`config.mk`:
```
export PLATFORM = sky130hd
export DESIGN_NAME = adder_tree_sched
export DESIGN_NICKNAME = d
export VERILOG_FILES = /design/src/rtl/adder_tree_sched.sv
export SDC_FILE = /design/constraint.sdc
export NUM_CORES = 1
export LEC_CHECK = 0
export ABC_AREA = 1
export CAP_MARGIN = 20
export CORE_AREA = 2 2 525 527
export DETAILED_ROUTE_END_ITERATION = 16
export DIE_AREA = 0 0 527 529
export PLACE_DENSITY = 0.43
export SLEW_MARGIN = 20
export SYNTH_ARGS = -nofsm -noshare
export SYNTH_HDL_FRONTEND = slang
export SYNTH_SLANG_ARGS = --single-unit
```
`constraint.sdc`:
```
create_clock -name clk -period 3.3 [get_ports clk]
set_input_delay 0.66 -clock clk [delete_from_list [all_inputs] [get_ports clk]]
set_output_delay 0.66 -clock clk [all_outputs]
set_load 0.02 [all_outputs]
```
`src/rtl/adder_tree_sched.sv`:
```
// adder_tree_sched: round-robin scheduler sharing one fixed-latency fp32 adder
// tree among NUM_REQ requesters. Issued vectors carry their requester ID down a
// tag pipeline matched to the tree latency; sums land in a FWFT result FIFO.
// Issue is credit-limited (inflight + fifo_count < FIFO_DEPTH), so a tree
// result always has a FIFO slot waiting for it.
module adder_tree_sched #(
    parameter int NUM_REQ    = 4,
    parameter int NUM_IN     = 8,
    parameter int DW_DATA    = 32,
    parameter int DW_IN      = NUM_IN * DW_DATA,
    parameter int TREE_LAT   = 12,
    parameter int FIFO_DEPTH = 16,
    parameter int ID_W       = $clog2(NUM_REQ)
) (
    input  logic                       clk,
    input  logic                       rst,
    input  logic [NUM_REQ-1:0]         req_valid,
    output logic [NUM_REQ-1:0]         req_ready,
    input  logic [NUM_REQ*DW_IN-1:0]   req_data,
    output logic [DW_IN-1:0]           tree_in,
    input  logic [DW_DATA-1:0]         tree_out,
    output logic                       res_valid,
    input  logic                       res_ready,
    output logic [DW_DATA-1:0]         res_data,
    output logic [ID_W-1:0]            res_id,
    output logic                       busy
);

    localparam int CNT_W = $clog2(FIFO_DEPTH + 1);
    localparam int AW    = (FIFO_DEPTH > 1) ? $clog2(FIFO_DEPTH) : 1;
    localparam logic [CNT_W:0] CREDIT_LIMIT = (CNT_W + 1)'(FIFO_DEPTH);

    // Registered state
    logic [ID_W-1:0]    ptr_q, ptr_d;
    logic [DW_IN-1:0]   tree_in_q, tree_in_d;
    logic [TREE_LAT:0]  tag_vld_q, tag_vld_d;
    logic [ID_W-1:0]    tag_id_q [TREE_LAT+1];
    logic [ID_W-1:0]    tag_id_d [TREE_LAT+1];
    logic [CNT_W-1:0]   inflight_q, inflight_d;
    logic [CNT_W-1:0]   fifo_count_q, fifo_count_d;
    logic [AW-1:0]      wr_ptr_q, wr_ptr_d;
    logic [AW-1:0]      rd_ptr_q, rd_ptr_d;
    logic [DW_DATA-1:0] mem_data_q [FIFO_DEPTH];
    logic [ID_W-1:0]    mem_id_q   [FIFO_DEPTH];

    // Combinational control
    logic               eligible;
    logic               grant_found;
    logic               grant;
    logic [ID_W-1:0]    grant_idx;
    logic [ID_W-1:0]    cand;
    logic               fifo_wr;
    logic               fifo_rd;

    // Round-robin search starting one past the last granted index, gated by credits.
    // NOTE: every signal assigned in always_comb gets a default first so no latch is inferred.
    always_comb begin
        grant_found = 1'b0;
        grant_idx   = ptr_q;
        cand        = ptr_q;
        for (int i = 1; i <= NUM_REQ; i++) begin
            cand = ID_W'((int'(ptr_q) + i) % NUM_REQ);
            if (!grant_found && req_valid[cand]) begin
                grant_found = 1'b1;
                grant_idx   = cand;
            end
        end
        // Registered counts only: a pop this cycle frees its credit next cycle.
        eligible = ({1'b0, inflight_q} + {1'b0, fifo_count_q}) < CREDIT_LIMIT;
        // Held low in reset so no requester sees a handshake that is then discarded.
        grant    = grant_found && eligible && !rst;
        for (int r = 0; r < NUM_REQ; r++) begin
            req_ready[r] = grant && (grant_idx == ID_W'(r));
        end
    end

    // Next-state for operand register, tag pipeline, credits and FIFO pointers.
    always_comb begin
        tree_in_d = '0;
        for (int r = 0; r < NUM_REQ; r++) begin
            if (req_ready[r]) begin
                tree_in_d = req_data[r*DW_IN +: DW_IN];
            end
        end
        ptr_d = grant ? grant_idx : ptr_q;

        tag_vld_d   = {tag_vld_q[TREE_LAT-1:0], grant};
        tag_id_d[0] = grant_idx;
        for (int j = 1; j <= TREE_LAT; j++) begin
            tag_id_d[j] = tag_id_q[j-1];
        end

        // The tag leaving the last stage lines up with the sum on tree_out.
        fifo_wr = tag_vld_q[TREE_LAT];
        fifo_rd = res_valid && res_ready;

        inflight_d   = inflight_q + CNT_W'(grant) - CNT_W'(fifo_wr);
        fifo_count_d = fifo_count_q + CNT_W'(fifo_wr) - CNT_W'(fifo_rd);

        wr_ptr_d = wr_ptr_q;
        if (fifo_wr) begin
            wr_ptr_d = (wr_ptr_q == AW'(FIFO_DEPTH - 1)) ? '0 : wr_ptr_q + AW'(1);
        end
        rd_ptr_d = rd_ptr_q;
        if (fifo_rd) begin
            rd_ptr_d = (rd_ptr_q == AW'(FIFO_DEPTH - 1)) ? '0 : rd_ptr_q + AW'(1);
        end
    end

    // Control state with synchronous reset; reset drops every tag and FIFO entry.
    // NOTE: sequential state uses non-blocking assignments so all flops update from pre-edge values.
    always_ff @(posedge clk) begin
        if (rst) begin
            ptr_q        <= ID_W'(NUM_REQ - 1);
            tree_in_q    <= '0;
            tag_vld_q    <= '0;
            inflight_q   <= '0;
            fifo_count_q <= '0;
            wr_ptr_q     <= '0;
            rd_ptr_q     <= '0;
        end else begin
            ptr_q        <= ptr_d;
            tree_in_q    <= tree_in_d;
            tag_vld_q    <= tag_vld_d;
            inflight_q   <= inflight_d;
            fifo_count_q <= fifo_count_d;
            wr_ptr_q     <= wr_ptr_d;
            rd_ptr_q     <= rd_ptr_d;
            assert (!(fifo_wr && (fifo_count_q == CNT_W'(FIFO_DEPTH))))
                else $error("adder_tree_sched: result written into a full FIFO");
        end
    end

    // Tag IDs and FIFO storage: payload only, qualified by the reset valids and count.
    // NOTE: storage arrays are not reset; their contents are never observed until written.
    always_ff @(posedge clk) begin
        tag_id_q <= tag_id_d;
        if (fifo_wr) begin
            mem_data_q[wr_ptr_q] <= tree_out;
            mem_id_q[wr_ptr_q]   <= tag_id_q[TREE_LAT];
        end
    end

    assign tree_in   = tree_in_q;
    assign res_valid = (fifo_count_q != '0);
    assign res_data  = mem_data_q[rd_ptr_q];
    assign res_id    = mem_id_q[rd_ptr_q];
    assign busy      = (inflight_q != '0) || (fifo_count_q != '0);

endmodule

```
# Yosys cells after proc, flatten, opt, wreduce, memory -nomap -nowiden
# Memory sizes are Yosys's and may differ from the RTL's. A register that Yosys moved wholly into a read port is not among the register bits.
# Cells that the tools add are included.
# totals
regBits,315
output_inout_bits,296
ram_bits,544
mem_count,2
inputBits,1063
# classes
n_reduce_logical,18
n_addsub,11
magnitude_cmp,5
mux,28
eq_ne,5
# mem_list
name,depth,word_bits,read_ports,rd_clocked_by_memory_dff,write_ports,line_no,text
mem_data_q,16,32,1,1,1,43,logic [DW_DATA-1:0] mem_data_q [FIFO_DEPTH];
mem_id_q,16,2,1,1,1,44,logic [ID_W-1:0] mem_id_q [FIFO_DEPTH];
# op_table
operator,n
256-bit two-way mux,4
4-bit two-way mux,6
"2-bit by 3-bit less-than comparator with 1-bit output, second input constant",4
5-bit by 1-bit adder with 5-bit output,2
1-bit logical AND,10
1-bit two-way mux,10
5-bit nonzero test,2
5-bit by 1-bit subtractor with 5-bit output,2
"4-bit by 1-bit adder with 4-bit output, second input constant",2
1-bit binary-select mux with 2-bit select,4
"4-bit == test, second input constant",2
2-bit two-way mux,4
5-bit by 5-bit adder with 6-bit output,1
"6-bit by 5-bit less-than comparator with 1-bit output, second input constant",1
"2-bit by 1-bit adder with 2-bit output, second input constant",2
"2-bit adder, second input constant",2
"2-bit == test, second input constant",2
1-bit logical NOT,4
"2-bit by 1-bit == test with 1-bit output, second input constant",1
2-bit logical NOT,1
1-bit logical OR,1

# Depth between registers and ports, before layout
# depth
depth_word,20
depth_mapped,18

# Worst setup path after synthesis
# Ideal clock, no wire load.
# synth_timing
path_type,input -> output
startpoint,input req_valid[2]
endpoint,output req_ready[0]
t_arrival_ns,2.203
setup_slack_ns,0.437
path_stages,11
required_time_ns,2.640
path_cell_list,nand2_1 > nand2_1 > nand2_1 > nand2_2 > or2_0 > nand3_1 > nand2_2 > buf_6 > buf_6 > buf_4 > nor3_1
# synth_between
word_cells_on_any_way,26
cone_classes,mux (16); reduce/logical (10)
# synth_rtl
element,line_no,text
"start, declared",17,"input logic [NUM_REQ-1:0] req_valid,"
1-bit binary-select mux with 2-bit select,63,if (!grant_found && req_valid[cand]) begin
1-bit two-way mux (not written as such),63,
1-bit two-way mux,63,
1-bit logical NOT,63,
1-bit logical AND,63,
1-bit two-way mux,63,
1-bit logical NOT,63,
1-bit logical AND,63,
1-bit two-way mux,63,
1-bit logical NOT,63,
1-bit logical AND,63,
2-bit two-way mux *,63,
named net grant_idx[1],50,logic [ID_W-1:0] grant_idx;
2-bit logical NOT *,73,req_ready[r] = grant && (grant_idx == ID_W'(r));
1-bit logical AND *,73,
"end, declared",18,"output logic [NUM_REQ-1:0] req_ready,"
# Mark *: on every way through the listed nets, which the timed path passes. The rest lies on a longest branch. The select of a mux whose other input is x is not followed.

# Worst setup path in the final report
# layout_timing
startpoint,register ptr_q[0]
endpoint,output req_ready[0]
# layout_between
elab_chain_len,16
word_cells_on_any_way,30
cone_classes,add/sub (4); mux (16); reduce/logical (10)
# layout_rtl
element,line_no,text
"start, declared",34,"logic [ID_W-1:0] ptr_q, ptr_d;"
"start signal, assigned",114,ptr_q <= ID_W'(NUM_REQ - 1);
"start signal, assigned",122,ptr_q <= ptr_d;
2-bit by 1-bit adder with 2-bit output,62,cand = ID_W'((int'(ptr_q) + i) % NUM_REQ);
1-bit binary-select mux with 2-bit select,63,
1-bit two-way mux (not written as such),63,
1-bit two-way mux,63,
1-bit logical NOT,63,
1-bit logical AND,63,
1-bit two-way mux,63,
1-bit logical NOT,63,
1-bit logical AND,63,
1-bit two-way mux,63,
1-bit logical NOT,63,
1-bit logical AND,63,
1-bit two-way mux,63,
1-bit logical AND (2 in a row),71,grant = grant_found && eligible && !rst;
1-bit logical AND *,73,
# Every way passes the cells marked *; elsewhere a longest branch is shown, timed or not. The select of a mux whose other input is x is not followed.

==> results.md <==
- Netlist cell types: 35
- Row count: about 190
- IO Port Bufs: ~1,400
- Number of filler cells placed in the layout: 29,568
- Syn_nets: about 4,600
- Final TNS setup: 0 ns
- RR Endpoint: inflight_q[4]$_SDFF_PP0_
- Total Routing Usage GR: 0.248
- DR vias: 38,216
- Reg2reg path depth: 20
- H-tree levels: 3
- Final ANT Viol Nets: 0
- Top FF cell, synth: edfxtp_1
- Final period util: 0.999
- Post-synth top cells: nand3_1 (824), edfxtp_1 (544), nand4_1 (512)
- Crit path DAT: 2.64 ns
- Hold path depth: 0
- CTS hold repair buffers: 0
- Die height: between 500 and 600 um
- Synthesized instance count: 3,534
- Worst slew pin tran: approximately 1.2 ns
- Tightest Hold Check Type: reg -> reg
- Crit Reg-Reg Startpoint: ptr_q[0]$_SDFFE_PP1P_
- Routed vias/inst: between 4 and 5
- Placed standard-cell area: 56,500 um2
- Root Buffer: clkbuf_16
- Count leader, synth: nand3_1
- CTS Buf Count: 110
- Clk sink count: 863
- TritonCTS clock tree: done
- CTS clock-pin slew for the worst setup and hold paths: approximately 0.060 ns
- Total gr overflow: 0
- Run status: finished, final reports clean
- DIE WIDTH: 527 um
- Final Hold Viols: 0
- Cell Area, Synth: roughly 37,000 um2
- Setup Skew: approximately 0.061 ns
- First-pass GRT wire length: between 400,000 and 500,000 um
- Synth Area in XOR/XNOR: 0.000934
- First-pass DRT Iterations: 5
- Lkg Pwr: ~0.021 uW
- Main combinational cell family by area after synthesis: simple AND/OR/NAND/NOR gates
- DRC viols: 0
- Area of the core: ~270,000 um2
- WP data required: 2.64 ns
- Iteration-0 DRC Markers: roughly 3,700
- Initial Util: 0.137
- Die Area: between 200,000 and 300,000 um2
- Placer Congestion: approximately 0.97
- IO Pins: roughly 1,400
- Compound-gate portion of the synthesized area: 0.0714
- Area Overhead vs Synth: 63.8%
- Peak VDD IR: between 0.0008 and 0.0009 V
- RSZ-0062 raised after global routing: yes
- Min-delay src: tag_id_d[7]$_DFF_P_
- R2R setup slack: 0.25 ns
- Synthesis warning total: 0
- CP endpoint kind: primary output
- Yosys top cell area share: 0.436
- Synth Area in Simple Gates: 0.213
- Worst slew margin: 0.230
- Avg Inst Size Synth: 10.6 um2
- Proportion of synthesized area in mux cells: 0.0366
- Detailed Route WL: ~360,000 um
- Worst-Skew Late Latency: 0.78 ns
- Critical setup path kind: reg -> out
- Asr flop ratio synth: 0
- Post-Synth Adder-Cell Area: 0.00808
- Final HPWL DP: 302,000 um
- Bufs on Longest Clock Path: 3
- Startpoint Class: flip-flop
- Synth area leaders: edfxtp_1 (44%), dfxtp_1 (17%), nand3_1 (11%), nand4_1 (8.5%), mux2i_1 (3.7%)
- Max cap viols: 0
- Nets: approximately 6,000
- Hold endpoint: tag_id_d[5]$_DFF_P_
- Sequential area share after synthesis: 0.606
- Power Density: 871 nW/um2
- Yosys reg bits: between 800 and 900
- Share of cells above drive strength 1: 0.126
- Final setup viols: 0
- Design Area, Final: 61,400 um2
- Min Tclk post-route: between 3 and 4 ns
- Wire per inst: 41.1 um
- EDFF count, synth: between 500 and 600
- Vias in the first global route: 36,058
- Synth area leader: edfxtp_1
- Final Max Tran Viols: 0
- Largest net degree at the start of global routing: between 100 and 150
- Worst Setup SP: ptr_q[0]$_SDFFE_PP1P_
- CP max FO: 5
- Initial antenna violation count: 284
- F_max: just over 0.3 GHz
cell usage in the layout, fill, tap and decap left out, types with 3 or more instances in the layout:
master,Yosys,final
nand3_2,0,3
a21oi_1,152,149
dfxtp_1,319,312
nor2_2,0,17
clkbuf_8,0,13
bufinv_16,0,5
buf_6,6,11
buf_16,0,14
ha_1,21,21
edfxtp_1,544,544
clkbuf_16,0,111
o211ai_1,136,136
clkdlybuf4s50_1,0,1228
clkinv_1,1,24
inv_6,0,5
dfxtp_4,0,4
o21ai_0,170,170
nand2_4,1,13
clkinvlp_4,0,6
clkbuf_2,0,8
diode_2,0,172
nor2_1,47,29
buf_12,0,72
clkbuf_1,101,23
mux2i_1,137,137
nand2_2,4,18
nand3_1,824,820
a21oi_2,0,3
buf_2,220,5
nor3_1,5,3
dlygate4sd2_1,0,8
dfxtp_2,0,3
clkinv_16,0,3
nand4_1,512,512
clkinv_2,0,13
xor2_1,3,3
buf_4,7,279
inv_1,186,186
nand2_1,95,67
bufbuf_16,0,7
worst max-delay path: stages (launching register included):
cell and delay, ns:
dfxtp_4 0.38, buf_12 0.15, nand2_4 0.07, nand2_4 0.06, nand2_4 0.07, nand2_4 0.07, or2_1 0.23, nand3_2 0.11
nand2_8 0.08, buf_12 0.13, nor3_4 0.25, buf_6 0.14, buf_6 0.10
report_power, final:
part / total [uW] / internal [uW] / switching, uW
clock: 12200 / 6830 / 5330
sequential: 13300 / 12600 / 663
combinational: 28000 / 9380 / 18700
total: 53500 / 28800 / 24700
how the worst max path moves through the flow:
| stage | endpoint | slack (ns) |
|---|---|---|
| floorplan | req_ready[0] | 0.44 |
| CTS | req_ready[1] | -0.18 |
| detailed placement | req_ready[1] | -0.75 |
| global route | req_ready[0] | -0.09 |
| finish | req_ready[0] | 0.004 |
| global placement | req_ready[1] | -0.77 |
final cells by class:
cell class | instances | area (um2) | area share
sequential | 863 | 22700 | 0.370
timing repair buffer | 1639 | 16800 | 0.274
multi-input combinational | 2123 | 12600 | 0.206
tap | 3589 | 4490 | 0.0731
clock buffer | 146 | 3020 | 0.0491
inverter | 193 | 746 | 0.0121
clock inverter | 58 | 541 | 0.00880
antenna | 172 | 430 | 0.00701
state kept, by name (all words and copies together), names as in the netlist, named ones only:
register	flops
fifo_count_q	5
wr_ptr_q	4
tag_vld_q	13
inflight_q	5
ptr_q	2
rd_ptr_q	4
mem_id_q	32
mem_data_q	512
tree_in	256
tag_id_d	24
tag_id_q	2
timing repair:
action,in CTS,in global routing
pin swaps,13,21
setup endpoints to repair,33,21
gates cloned,14,1
gates resized for setup,122,57
buffers inserted,17,3
metal layers:
layer | wire length [um] | GRT usage | part of all wire
met2 | 166000 | 0.399 | 0.46
met1 | 124000 | 0.253 | 0.34
met5 | 872 | 0 | 0.0024
met4 | 28700 | 0.168 | 0.080
met3 | 41200 | 0.123 | 0.11
cells by family after synthesis:
kind of cell / count (synthesis)
AO/OA/AOI/OAI: 465
XOR/XNOR: 4
adder cells (fa/ha/maj): 23
buffers and inverters: 548
flip-flops: 863
multiplexers: 137
AND/OR/NAND/NOR: 1494
through the flow:
stage / total power (uW) / hold slack, ns / cells / util / setup slack, ns
2_1_floorplan: 25900 / 0.310 / 3534 / - / 0.437
3_3_place_gp: 40300 / 0.310 / 8373 / 0.207 / -0.771
3_5_place_dp: 40400 / 0.312 / 8373 / 0.207 / -0.752
4_1_cts: 53900 / 0.322 / 8608 / 0.223 / -0.179
6_report: 53500 / 0.320 / 8783 / 0.225 / 0.00434
5_1_grt: 55800 / 0.328 / 8721 / 0.224 / -0.0907
No activity file was read; power rests on OpenSTA's default activity.
